===== config.mk =====
export PLATFORM = sky130hd
export DESIGN_NAME = if_fetch_stage
export DESIGN_NICKNAME = d
export VERILOG_FILES = /design/src/rtl/if_pkg.sv /design/src/rtl/if_skid_buf.sv /design/src/rtl/if_fetch_stage.sv
export SDC_FILE = /design/constraint.sdc
export NUM_CORES = 1
export LEC_CHECK = 0
export ABC_AREA = 1
export CAP_MARGIN = 10
export CORE_ASPECT_RATIO = 0.7
export CORE_MARGIN = 8
export CORE_UTILIZATION = 40
export DETAILED_ROUTE_END_ITERATION = 8
export PLACE_DENSITY = 0.61
export SYNTH_ARGS = -nofsm -noshare
export SYNTH_HDL_FRONTEND = slang
export SYNTH_HIERARCHICAL = 1
export SYNTH_SLANG_ARGS = --single-unit

===== constraint.sdc =====
create_clock -name clk_i -period 2.6 [get_ports clk_i]
set_clock_uncertainty 0.2 [all_clocks]
set_input_delay 0.39 -clock clk_i [delete_from_list [all_inputs] [get_ports clk_i]]
set_output_delay 0.39 -clock clk_i [all_outputs]
set_load 0.05 [all_outputs]

===== src/rtl/if_pkg.sv =====
// Shared types and constants for the instruction-fetch stage.
package if_pkg;

    typedef enum logic [1:0] {
        S_IDLE = 2'd0,
        S_WAIT = 2'd1,
        S_FULL = 2'd2
    } if_state_t;

    localparam logic [31:0] NOP_INSTR = 32'h0000_0000;

    typedef struct packed {
        logic [31:0] pc;
        logic [31:0] instr;
    } fetch_entry_t;

    localparam fetch_entry_t BUBBLE_ENTRY = '{pc: 32'h0, instr: NOP_INSTR};

endpackage


===== src/rtl/if_skid_buf.sv =====
// One-entry skid buffer that catches a fetched instruction while IF/ID is stalled.
module if_skid_buf
    import if_pkg::*;
(
    input  logic         clk_i,
    input  logic         rst_i,
    input  logic         load_i,
    input  fetch_entry_t entry_i,
    input  logic         drain_i,
    input  logic         clear_i,
    output logic         valid_o,
    output fetch_entry_t entry_o
);

    logic         valid_r;
    fetch_entry_t entry_r;

    // Clear (redirect) beats load, load beats drain.
    always_ff @(posedge clk_i or negedge rst_i) begin
        if (!rst_i) begin
            valid_r <= 1'b0;
            entry_r <= BUBBLE_ENTRY;
        end else if (clear_i) begin
            valid_r <= 1'b0;
            entry_r <= BUBBLE_ENTRY;
        end else if (load_i) begin
            valid_r <= 1'b1;
            entry_r <= entry_i;
        end else if (drain_i) begin
            valid_r <= 1'b0;
        end
    end

    assign valid_o = valid_r;
    assign entry_o = entry_r;

endmodule


===== src/rtl/if_fetch_stage.sv =====
// Instruction-fetch stage: owns the PC, talks to instruction memory over
// req/ack, and presents {pc, instruction, valid} to the IF/ID register.
//
// state  | meaning
// S_IDLE | first cycle after reset, no request yet
// S_WAIT | request outstanding at pc_r, waiting for ack
// S_FULL | skid holds a fetched instruction, no request issued
module if_fetch_stage
    import if_pkg::*;
#(
    parameter logic [31:0] RESET_PC = 32'h0000_0000,
    parameter logic [31:0] PC_INC   = 32'd4
) (
    input  logic        clk_i,
    input  logic        rst_i,
    input  logic        stall_i,
    input  logic        branch_taken_i,
    input  logic [31:0] branch_target_i,
    output logic        imem_req_o,
    output logic [31:0] imem_addr_o,
    input  logic        imem_ack_i,
    input  logic [31:0] imem_data_i,
    output logic [31:0] pc_o,
    output logic [31:0] instruction_o,
    output logic        valid_o,
    output logic        flush_o,
    output logic        memStall_o
);

    if_state_t    state_r, state_nxt;
    logic [31:0]  pc_r, pc_nxt;
    logic         pend_r, pend_nxt;
    logic [31:0]  tgt_r, tgt_nxt;

    fetch_entry_t out_r, out_nxt;
    logic         out_valid_r, out_valid_nxt;

    logic         ack_seen;
    logic         accept;
    logic         skid_load, skid_drain, skid_clear;
    logic         skid_valid;
    fetch_entry_t skid_entry;
    fetch_entry_t ack_entry;

    assign ack_seen  = (state_r == S_WAIT) && imem_ack_i;
    // Ack data is dropped when a redirect is pending or arrives this cycle.
    assign accept    = ack_seen && !branch_taken_i && !pend_r;
    assign ack_entry = '{pc: pc_r, instr: imem_data_i};

    if_skid_buf u_skid (
        .clk_i   (clk_i),
        .rst_i   (rst_i),
        .load_i  (skid_load),
        .entry_i (ack_entry),
        .drain_i (skid_drain),
        .clear_i (skid_clear),
        .valid_o (skid_valid),
        .entry_o (skid_entry)
    );

    // State, PC and redirect bookkeeping.
    always_ff @(posedge clk_i or negedge rst_i) begin
        if (!rst_i) begin
            state_r <= S_IDLE;
            pc_r    <= RESET_PC;
            pend_r  <= 1'b0;
            tgt_r   <= 32'h0;
        end else begin
            state_r <= state_nxt;
            pc_r    <= pc_nxt;
            pend_r  <= pend_nxt;
            tgt_r   <= tgt_nxt;
        end
    end

    // Next state, PC update, redirect tracking and skid control.
    always_comb begin
        state_nxt  = state_r;
        pc_nxt     = pc_r;
        pend_nxt   = pend_r;
        tgt_nxt    = tgt_r;
        skid_load  = 1'b0;
        skid_clear = branch_taken_i;
        skid_drain = skid_valid && !stall_i && !branch_taken_i;

        case (state_r)
            S_IDLE: begin
                state_nxt = S_WAIT;
                if (branch_taken_i) begin
                    pc_nxt = branch_target_i;
                end
            end
            S_WAIT: begin
                if (branch_taken_i) begin
                    if (imem_ack_i) begin
                        pc_nxt   = branch_target_i;
                        pend_nxt = 1'b0;
                    end else begin
                        // The request cannot be withdrawn; remember where to go.
                        pend_nxt = 1'b1;
                        tgt_nxt  = branch_target_i;
                    end
                end else if (imem_ack_i) begin
                    if (pend_r) begin
                        pc_nxt   = tgt_r;
                        pend_nxt = 1'b0;
                    end else begin
                        pc_nxt = pc_r + PC_INC;
                        if (stall_i) begin
                            skid_load = 1'b1;
                            state_nxt = S_FULL;
                        end
                    end
                end
            end
            S_FULL: begin
                if (branch_taken_i) begin
                    pc_nxt    = branch_target_i;
                    state_nxt = S_WAIT;
                end else if (!stall_i) begin
                    state_nxt = S_WAIT;
                end
            end
            default: begin
                state_nxt = S_IDLE;
            end
        endcase
    end

    // Output register source selection: redirect, stall, skid, ack, bubble.
    always_comb begin
        out_nxt       = out_r;
        out_valid_nxt = out_valid_r;
        if (branch_taken_i) begin
            out_nxt       = BUBBLE_ENTRY;
            out_valid_nxt = 1'b0;
        end else if (stall_i) begin
            out_nxt       = out_r;
            out_valid_nxt = out_valid_r;
        end else if (skid_valid) begin
            out_nxt       = skid_entry;
            out_valid_nxt = 1'b1;
        end else if (accept) begin
            out_nxt       = ack_entry;
            out_valid_nxt = 1'b1;
        end else begin
            out_nxt       = BUBBLE_ENTRY;
            out_valid_nxt = 1'b0;
        end
    end

    // IF/ID-facing output register.
    always_ff @(posedge clk_i or negedge rst_i) begin
        if (!rst_i) begin
            out_r       <= BUBBLE_ENTRY;
            out_valid_r <= 1'b0;
        end else begin
            out_r       <= out_nxt;
            out_valid_r <= out_valid_nxt;
        end
    end

    assign imem_req_o    = (state_r == S_WAIT);
    assign imem_addr_o   = pc_r;
    assign pc_o          = out_r.pc;
    assign instruction_o = out_r.instr;
    assign valid_o       = out_valid_r;
    assign flush_o       = branch_taken_i;
    assign memStall_o    = (state_r == S_IDLE) || ((state_r == S_WAIT) && !imem_ack_i);

    // An ack with no request outstanding is a memory-side protocol error.
    ack_needs_req: assert property (@(posedge clk_i) disable iff (!rst_i)
        imem_ack_i |-> imem_req_o);

    // Skid only fills from an accepted ack, and never while it is already occupied.
    skid_ack_exclusive: assert property (@(posedge clk_i) disable iff (!rst_i)
        !(skid_valid && accept));

endmodule


---- Word-level counts from Yosys, hierarchy flattened ----
Index checks and enable logic that the tools add are counted.
Widths: inputs -> output; s select.
storage, ports and cells
  register bits after elaboration ......... 197
  output and inout bits ................... 100
  logic and storage cells ................. 76
  input bits .............................. 69
operators by class
  equality and inequality tests ........... 9
  bitwise operators ....................... 1
  add/sub/neg operators ................... 1
  reductions and logical operators ........ 21
  multiplexer cells ....................... 34
operators by type and width
  cell                   number
  $mux 64                6
  $mux 32                5
  $pmux 32 s2            1
  $add 32x3->32 const B  1
  $mux 1                 15
  $mux 2                 6
  $logic_and 1x1->1      6
  $ne 2x1->1 const B     3
  $ne 2x2->1 const B     3
  $pmux 2 s3             1
  $reduce_and 3->1       2
  $reduce_bool 2->1      3
  $reduce_and 5->1       1
  $logic_not 1->1        4
  $ne 3x3->1 const B     1
  $reduce_bool 3->1      1
  $eq 2x1->1 const B     1
  $eq 2x2->1 const B     1
  $logic_not 2->1        1
  $reduce_and 2->1       1
  $reduce_or 2->1        1
  $logic_or 1x1->1       1
  $not 1->1              1

---- Longest topological paths before layout ----
Gate-level depths: netlist (run 1).
  depth after elaboration ................. 8
  depth in mapped cells ................... 11
  mapped depth without buffers ............ 11

---- By module ----
Netlist (run 1), hierarchy kept.
modules (own cells, without submodules)
  module          seq. area each (um^2)  area an instance (um^2)  instances  cells each
  if_fetch_stage  3303.2                 7179.4                   1          956
  if_skid_buf     1626.6                 2578.7                   1          283

---- Least setup slack after synthesis (run 1) ----
Ideal clock, no wire load.
  path kind ............................... register to register
  from .................................... reg state_r[1]
  to ...................................... reg u_skid.entry_r (netlist bit u_skid/entry_o[41])
  arrival ................................. 2.071 ns
  setup time .............................. 0.067 ns
  period minus slack after synthesis ...... 2.338 ns
  data required time ...................... 2.333 ns
  setup slack ............................. 0.262 ns
  path buffers ............................ 3
  stages on the path, launching flop included .. 11
  cell sequence ........................... dfrtp_1 > nor2_4 > nand2_1 > nor3_4 > inv_2 > buf_2 > nor2_1 > buf_4 > buf_4 > nand3_1 > nand2_1
on the way
  longest elaborated chain between the ends .. 3
RTL lines
  element                             line                  RTL
  start, declared                     if_fetch_stage.sv:30  if_state_t state_r, state_nxt;
  start signal, assigned              if_fetch_stage.sv:69  state_r <= state_nxt;
  $eq 2x1->1                          -
  named net imem_req_o                if_fetch_stage.sv:19  output logic imem_req_o,
  $mux 1                              if_fetch_stage.sv:86  case (state_r)
  named net skid_load                 if_fetch_stage.sv:40  logic skid_load, skid_drain, skid_clear;
  $reduce_bool 2->1 (no source line)  -
  end signal, assigned                if_skid_buf.sv:28     entry_r <= entry_i;
  end, declared                       if_skid_buf.sv:16     fetch_entry_t entry_r;
The timed path passes the listed nets, and every way through them passes these cells.
A chain may end at the register's enable or synchronous reset.

---- Worst setup path after layout (run 1) ----
  from .................................... reg pc_r[8], in the netlist imem_addr_o[8]
  to ...................................... out imem_addr_o[8]
RTL lines
  element                 line                  RTL
  start, declared         if_fetch_stage.sv:31  logic [31:0] pc_r, pc_nxt;
  start signal, assigned  if_fetch_stage.sv:70  pc_r <= pc_nxt;
  end, declared           if_fetch_stage.sv:20  output logic [31:0] imem_addr_o,
No word-level cell between the ends.

==> flow_summary_export.csv, run 1 <==
group,metric,value,unit
outcome,status,"finished clean",
placement,numPortBuffers,168,
setup_path,path_cells,"clkdlybuf4s50_1",
floorplanning,dieArea,29700,sq um
setup_path,cp_top_family,"buffers and inverters",
synthesis,synth_edf_count,0,
synthesis,ys_ff_latch,197,
pwr,power_leakage,5.99,nW
setup_path,endpoint,"imem_addr_o[8]",
floorplanning,initial_core_util,41.0,%
synthesis,synthMostInstantiatedCell,"nand2_1",
clock_network,cts_tree,"done",
drt,vias,8997,
synthesis,yosysUniqueCellTypes,29,
synthesis,syn_nets,1309,
global_route,antenna_found_initial,0,
clock_network,post_cts_resized,0,
synthesis,synth_seq_area_share,50.5,%
setup_path,cp_num_buf_inv,1,
synthesis,async_flop_share,100,%
clock_network,clk_pin_slew,70,ps
synthesis,synth_flop_cell,"dfrtp_1",
placement,dp_hpwl,21.9,mm
global_route,grt_use_total,21.2,%
global_route,grt_util_met1,31.1,%
drt,drt_iter0_markers,729,
placement,place_congestion,0.864,
setup_path,start_kind,"register",
synthesis,yosysWarnings,6,
floorplanning,die_w,203,um
pwr,peakVddDrop,0.562,mV
cells_and_area,fill_cells,2283,
clock_network,clk_latency,440,ps
placement,post-place-ws,32.6,ps
setup_path,crit_path_end_kind,"primary output",
cells_and_area,multiInputGateArea,4160,sq um
setup_path,crit_path_max_fanout,7,
global_route,grt_pass1_vias,8906,
global_route,grt_pass1_wl,50.8,mm
cells_and_area,antenna_cells,0,
cells_and_area,final_util,52.5,%
clock_network,htreeDepth,4,
synthesis,postSynthAreaPerCell,7.88,sq um
cells_and_area,regArea,4930,sq um
drt,drc_errors,0,
setup_path,r2r-end,"u_skid/entry_o[53]",
timing,setup_viol,0,
setup_path,r2r_start,"state_r[0]",
global_route,grt_use_met2,31.0,%
setup_path,reg2reg_depth,10,
timing,setup_slack,129,ps
clock_network,cts_buffers,17,
synthesis,syn-cell-area,9760,sq um
setup_path,cp_slowest_stage_delay,880,ps
synthesis,syn_inst,1239,
synthesis,yosys-top-cells-count,"nand2_1, dfrtp_1, nand3_1",
floorplanning,std_cell_rows,47,
timing,setup-tns-final,0,ps
cells_and_area,drive_gt1_share,7.01,%
synthesis,synth_top_cell_by_area,"dfrtp_1",
pwr,p_total,8.95,mW
clock_network,cts.root.buffer_cell,"clkbuf_16",
synthesis,yosys.area.top_type_share,50.5,%
timing,fmax,405,MHz
global_route,grt_max_degree,71,
drt,wl,31.6,mm
global_route,grt-busiest-layer,"met1",
timing,slew_violations,0,
worst_hold_path,worstHoldPathType,"reg -> reg",
timing,hold_viol,0,
cells_and_area,synthToLayoutAreaGrowth,28.2,%
drt,firstDrtPassIters,8,
floorplanning,io_pins,169,
clock_network,cts_max_path_buffers,2,
setup_path,arrival,1880,ps
placement,placed_area,11900,sq um
setup_path,crit_start,"imem_addr_o[8]",
cells_and_area,finalInstanceArea,12500,sq um
floorplanning,die-height,147,um
floorplanning,coreArea,23800,sq um
clock_network,cts_sinks,197,
cells_and_area,nets,1457,
drt,via_per_inst,5.24,
setup_path,cp.required,2010,ps
timing,fin_crit,2470,ps
setup_path,crit_cells,1,
setup_path,critical_path.slowest_cell,"clkdlybuf4s50_1",
timing,rsz0062_at_grt,"no",
timing,period_share,95.0,%
synthesis,synth.area.top_cells,"dfrtp_1, nand2_1, nand3_1, a21oi_1, nor2_1",
drt,ant_nets,0,
global_route,use_met3,4.84,%
timing,slew_headroom,40.7,%
setup_path,ff2ff_setup_slack,280,ps
global_route,grt_overflow,0,
timing,worst_pin_slew,887,ps
drt,routedWlPerCell,18.4,um
pwr,powerDensity,716,nW/um^2
job,maxCapViolCount,0,
setup_path,path_class,"reg -> out",
per-layer routing:
| metal | wire length, um | part of all wire, % |
|---|---|---|
| met1 | 15000 | 47 |
| met2 | 13700 | 43 |
| met5 | 0 | 0 |
| met3 | 2510 | 7.9 |
| met4 | 408 | 1.3 |
cell usage in the layout (no fill, tap or decap), types with 7 or more instances in the layout:
| cell type | count |
|---|---|
| nor2_1 | 89 |
| clkdlybuf4s50_1 | 165 |
| inv_1 | 81 |
| a22o_1 | 39 |
| mux2_2 | 12 |
| clkbuf_16 | 17 |
| a21oi_1 | 78 |
| nand2_1 | 379 |
| o21ai_0 | 68 |
| dfrtp_1 | 197 |
| buf_12 | 13 |
| xor2_1 | 7 |
| o21ai_1 | 37 |
| nand3_1 | 140 |
| buf_4 | 28 |
flip-flops by register name (all words and copies together), names as in the netlist:
| register | count |
|---|---|
| valid_o | 1 |
| instruction_o | 32 |
| pend_r | 1 |
| state_r | 2 |
| pc_o | 32 |
| u_skid/entry_o | 64 |
| tgt_r | 32 |
| imem_addr_o | 32 |
| u_skid/valid_o | 1 |
worst min path at each step:
stage                        from                  to  depth (start not counted)
4_1_cts        u_skid/entry_o[60]  u_skid/entry_o[60]                          2
6_report       u_skid/entry_o[60]  u_skid/entry_o[60]                          2
5_1_grt         u_skid/entry_o[3]   u_skid/entry_o[3]                          2
3_3_place_gp                rst_i            tgt_r[0]                          1
2_1_floorplan               rst_i      imem_addr_o[0]                          0
3_5_place_dp   u_skid/entry_o[46]  u_skid/entry_o[46]                          2
cell type report:
type	count	area share, %
timing repair buffer	208	17.1
tap	318	3.18
clock buffer	21	3.68
multi-input combinational	876	33.2
clock inverter	10	0.780
sequential	197	39.4
inverter	87	2.61
timing repair:
action | in CTS | in global routing
setup buffers | 0 | 0
endpoints found under the hold margin | 64 | 0
endpoints found under the setup margin | 0 | 0
hold buffers | 1 | 0
logic make-up after synthesis:
| kind of cell | share of synthesized area [%] |
|---|---|
| xor+xnor | 0.628 |
| simple gates | 26.0 |
| buf+inv | 7.18 |
| fa+ha+maj | 0.128 |
| flops | 50.5 |
| mux | 1.38 |
| compound gates | 14.2 |
through the flow:
| step | cells | hold WS (ps) |
|---|---|---|
| 3_5_place_dp | 1685 | 253 |
| 2_1_floorplan | 1239 | -106 |
| 6_report | 1717 | 268 |
| 3_3_place_gp | 1685 | 252 |
| 4_1_cts | 1717 | 270 |
| 5_1_grt | 1717 | 293 |
power breakdown:
group / total, mW / leakage (nW) / internal, mW / switching, mW
sequential: 3.76 / 2.58 / 3.37 / 0.395
clock: 2.58 / 0.266 / 1.37 / 1.20
combinational: 2.61 / 3.15 / 0.879 / 1.73
tightest hold or removal path, stage by stage, from the launching register on:
cell and delay (ps):
dfrtp_1 340, nand2_1 50, nand2_1 50
Note: power is estimated with default switching activity, not from simulation.
==> inputs of run 2 (changes only) <==
Settings changed: PLACE_DENSITY 0.61 to unset, TNS_END_PERCENT set to 100.
==> flow_summary_export.csv, run 2 (synthesis gave the netlist of run 1 again) <==
group,metric,value,unit
outcome,status,"finished clean",
cells_and_area,largest_reg_flops,64,
cells_and_area,drive_gt1_share,7.28,%
clock_network,cts_tree,"done",
drt,routedWlPerCell,18.5,um
floorplanning,dieArea,29700,sq um
floorplanning,die_w,203,um
drt,wl,31.8,mm
floorplanning,std_cell_rows,47,
cells_and_area,stdcell_count,1720,
drt,vias,9067,
timing,fin_crit,2480,ps
setup_path,critical_path.slowest_cell,"clkdlybuf4s50_1",
global_route,use_met3,4.51,%
pwr,p_total,9.03,mW
timing,setup_viol,0,
clock_network,htreeDepth,4,
placement,dp_hpwl,21.3,mm
placement,place_congestion,0.885,
cells_and_area,nets,1460,
global_route,grt_max_degree,68,
setup_path,cp_num_buf_inv,1,
timing,setup-tns-final,0,ps
timing,setup_slack,115,ps
global_route,grt-busiest-layer,"met1",
cells_and_area,final_cell_mix,"nand2_1, dfrtp_1, clkdlybuf4s50_1, nand3_1, nor2_1",
global_route,grt_pass1_wl,51.1,mm
worst_hold_path,hold_depth,2,
pwr,peakVddDrop,0.508,mV
cells_and_area,final_common_cell,"nand2_1",
setup_path,crit_start,"imem_addr_o[8]",
clock_network,cts_buffers,17,
timing,slew_violations,0,
setup_path,reg2reg_depth,10,
setup_path,crit_path_max_fanout,7,
global_route,grt_pass1_vias,8635,
setup_path,cp_top_family,"buffers and inverters",
drt,firstDrtPassIters,7,
cells_and_area,synthToLayoutAreaGrowth,28.5,%
worst_hold_path,hold_start,"u_skid/entry_o[37]",
pwr,power_leakage,6.01,nW
global_route,grt_use_total,21.3,%
cells_and_area,finalInstanceArea,12500,sq um
pwr,powerDensity,720,nW/um^2
timing,rsz0062_at_grt,"no",
setup_path,crit_cells,1,
drt,drc_errors,0,
setup_path,path_cells,"clkdlybuf4s50_1",
job,maxCapViolCount,0,
placement,numPortBuffers,168,
setup_path,arrival,1890,ps
setup_path,crit_path_end_kind,"primary output",
placement,post-place-ws,-17.5,ps
clock_network,post_cts_resized,0,
timing,period_share,95.6,%
setup_path,r2r_start,"state_r[0]",
floorplanning,io_pins,169,
clock_network,cts_sinks,197,
floorplanning,initial_core_util,41.0,%
placement,placed_area,12000,sq um
timing,slew_headroom,28.6,%
floorplanning,die-height,147,um
clock_network,cts_max_path_buffers,2,
clock_network,postCtsSetupRepairBufs,0,
setup_path,cp.required,2010,ps
setup_path,start_kind,"register",
global_route,grt_overflow,0,
worst_hold_path,worstHoldPathType,"reg -> reg",
timing,hold_viol,0,
clock_network,clk_pin_slew,90,ps
setup_path,cp_slowest_stage_delay,880,ps
drt,ant_nets,0,
timing,worst_pin_slew,1070,ps
placement,numPlacedInstances,1688,
global_route,grt_util_met1,32.8,%
drt,drt_iter0_markers,769,
clock_network,clk_latency,440,ps
drt,via_per_inst,5.27,
global_route,antenna_found_initial,0,
global_route,grt_use_met2,30.4,%
clock_network,cts.root.buffer_cell,"clkbuf_16",
setup_path,path_class,"reg -> out",
cells_and_area,antenna_cells,0,
floorplanning,coreArea,23800,sq um
timing,fmax,402,MHz
clock_network,holdBufCountCts,1,
==> run 2: cell count changes in the layout (fill, tap and decap cells not counted) <==
cell      delta
clkinv_2     -2
clkinv_8     +1
buf_4        +4
buf_12       -1
clkinv_4     +1
clkbuf_1     -1
inv_6        +1
==> run 2: area by class of cell <==
cell class,instances,area [sq um]
Fill cell,2277,11300
Sequential cell,197,4930
Multi-Input combinational cell,876,4160
Timing Repair Buffer,211,2160
Clock buffer,20,457
Tap cell,318,398
Inverter,87,327
Clock inverter,11,121
==> run 2: path summary, 6_finish.rpt <==
| kind | to | slack (ps) |
|---|---|---|
| max | imem_addr_o[8] | 120 |
| min | u_skid/entry_o[37] | 270 |
| max in group asynchronous | u_skid/entry_o[32] | 1200 |
| min in group asynchronous | imem_addr_o[0] | 300 |
| min reg2reg | u_skid/entry_o[37] | 270 |
| max reg2reg | u_skid/entry_o[53] | 210 |
==> run 2: through the flow <==
stage               utilization [%]  hold WS [ps]
finish                         52.7           269
detailed placement             50.2           211
global route                   52.7           293
CTS                            52.7           271
floorplan                         -          -106
global placement               50.2           208
==> run 2: per-layer routing <==
metal  vias up  part of all wire, %
met4         0                 0.57
met1      4400                   50
met2       301                   43
met3        13                  6.7
met5         -                    0
li1       4353                    -
==> run 2: report_power, final <==
part	leakage (nW)	total [mW]	internal, mW	switching [mW]
clock	0.272	2.65	1.39	1.26
combinational	3.16	2.64	0.882	1.75
sequential	2.58	3.74	3.37	0.375
total	6.01	9.03	5.64	3.39
==> patch, RTL diff (config.mk and constraints of run 2) <==
Add an input register stage for `branch_target_i`, without a reset; this delays it by one clock. The other inputs are not delayed to match.
--- a/src/rtl/if_fetch_stage.sv
+++ b/src/rtl/if_fetch_stage.sv
@@ -28,2 +28,8 @@
 );
+
+    logic [31:0] branch_target_q;
+
+    always_ff @(posedge clk_i) begin
+        branch_target_q <= branch_target_i;
+    end
 
@@ -89,3 +95,3 @@
                 if (branch_taken_i) begin
-                    pc_nxt = branch_target_i;
+                    pc_nxt = branch_target_q;
                 end
@@ -95,3 +101,3 @@
                     if (imem_ack_i) begin
-                        pc_nxt   = branch_target_i;
+                        pc_nxt   = branch_target_q;
                         pend_nxt = 1'b0;
@@ -100,3 +106,3 @@
                         pend_nxt = 1'b1;
-                        tgt_nxt  = branch_target_i;
+                        tgt_nxt  = branch_target_q;
                     end
@@ -117,3 +123,3 @@
                 if (branch_taken_i) begin
-                    pc_nxt    = branch_target_i;
+                    pc_nxt    = branch_target_q;
                     state_nxt = S_WAIT;
Function: changed (a bounded check fails within 4 cycles, from zero or initial values and one cycle with rst_i low).
==> patch against run 2 <==
Die area is 5.9% higher. Final area is 7.9% higher. Non-clock buffer count is 2 lower. Routed wire length grew 3.0%. Synthesized area rose by 6.5%. Sequential cell count grew 32. Setup slack worse by 0.051 ns. Total power increased by 55%. Critical path depth did not move. Fmax shrank 2.0%.
==> patch: results (changes against run 2) <==
sequential cell power -> 5.01 mW (+34%)
ratio of cells with drive above 1 in the final layout -> 8.34% (+1.1 points)
minimum clock period -> 2.54 ns (+0.0514 ns)
Worst setup endpoint -> imem_addr_o[4]
Final Non-Filler Cells -> 1,770 (+2.9%)
Clock Root Buffer -> clkbuf_16
nets -> 1,491 (+2.1%)
most frequent cells after synthesis -> nand2_1, dfrtp_1, nand3_1
hpwl dp -> 22,400 um (+5.1%)
largest net degree at the start of global routing -> 66 (-2.9%)
Critical Path RT -> 2.01 ns (about the same)
Cell variety after synth -> 30 (+3.4%)
cell depth of the worst flop-to-flop path -> 9 (-1)
Crit. Startpoint -> imem_addr_o[4]
Avg Inst Size Synth -> 8.23 um2 (+4.6%)
Reg clk slew, reported paths -> 0.06 ns (-0.03 ns)
Max clock buf depth -> 3 (+1)
worst r2r src -> imem_addr_o[3]
Max VDD drop -> 0.529 mV (+4.2%)
worst hold stages -> 1 (-1)
largest cells by area after synthesis -> dfrtp_1, nand2_1, nand3_1
initial antenna violation count -> 0 (unchanged)
status -> finished clean
Syn Nets -> 1,332 (+1.8%)
Tot GR Track Use -> 20.4% (-0.86 points)
NetSw -> 5.61 mW (+65%)
Post-synth ARST share -> 86.0% (-14 points)
leak pwr -> 6.41 nW (+6.7%)
combinational share of power -> 36.4% (+7.2 points)
Hold Startpoint -> branch_target_i[30]
DP Cell Count -> 1,725 (+2.2%)
post-synthesis sequential area ratio -> 53.6% (+3.1 points)
Slew headroom -> 45.3% (+17 points)
Skew-Pair Late Insertion Delay -> 0.52 ns (+0.08 ns)
Final GP Congestion -> 0.911 (+2.9%)
WL final -> 32,700 um (+3.0%)
Setup WS pre-CTS -> 0.0730 ns (+0.0905 ns)
R2R Setup Slk -> 0.18 ns (-0.03 ns)
Crit Path Max Fanout -> 8 (+1)
iteration-0 DRC count of the detailed router -> 714 (-7.2%)
H-tree depth -> 1 (-3)
TritonCTS Buffers -> 24 (+7)
worst hold path type -> primary input to flop
Area after DPL -> 12,600 um2 (+5.6%)
via count -> 9,257 (+2.1%)
first-pass GRT wire length -> 52,100 um (+2.1%)
number of global-route vias before repair -> 9,165 (+6.1%)
reg-to-reg endpoint -> imem_addr_o[20]
==> patch: worst min path at each step <==
stage                                endpoint  slack (ns)
after global placement               tgt_r[1]        0.18
after global routing      branch_target_q[12]        0.09
after CTS                 branch_target_q[12]        0.09
after floorplan                imem_addr_o[0]       -0.11
final                     branch_target_q[30]        0.10
after detailed placement             tgt_r[0]        0.18
==> patch: per-layer routing <==
layer / vias up / track usage, % / routed length [um]
met5: - / 0 / 0
met3: 53 / 4.73 / 2210
li1: 4448 / - / -
met2: 317 / 31.4 / 14400
met1: 4439 / 28.7 / 15300
met4: 0 / 5.66 / 831
==> patch: timing repair <==
action                     4_1_cts  5_1_grt
setup endpoints to repair        1        1
hold endpoints to repair        53        0
gates resized for setup          1        1
pin swaps                        0        0
hold buffers                     1        0
==> patch: cell families (layout without fill, tap and decap cells) <==
| family | Yosys count | count (layout) | share of synthesized area, % |
|---|---|---|---|
| fa+ha+maj | 1 | 1 | 0.120 |
| simple gates | 620 | 620 | 24.4 |
| compound gates | 225 | 225 | 12.5 |
| mux | 24 | 24 | 2.60 |
| buf+inv | 158 | 335 | 6.38 |
| flops | 229 | 229 | 53.6 |
| xor+xnor | 5 | 5 | 0.421 |
==> patch: area by class of cell <==
| cell class | count | area, um2 |
|---|---|---|
| Clock buffer | 36 | 727 |
| Clock inverter | 8 | 165 |
| Fill cell | 2376 | 12100 |
| Inverter | 82 | 308 |
| Multi-Input combinational cell | 875 | 4180 |
| Sequential cell | 229 | 5570 |
| Tap cell | 331 | 414 |
| Timing Repair Buffer | 209 | 2170 |
==> patch: stage by stage <==
stage,util (%),power [mW]
after floorplan,-,8.02
after global placement,49.3,10.1
after global routing,52.8,14.7
after CTS,52.8,14.1
after detailed placement,49.3,10.1
final,52.8,14.0
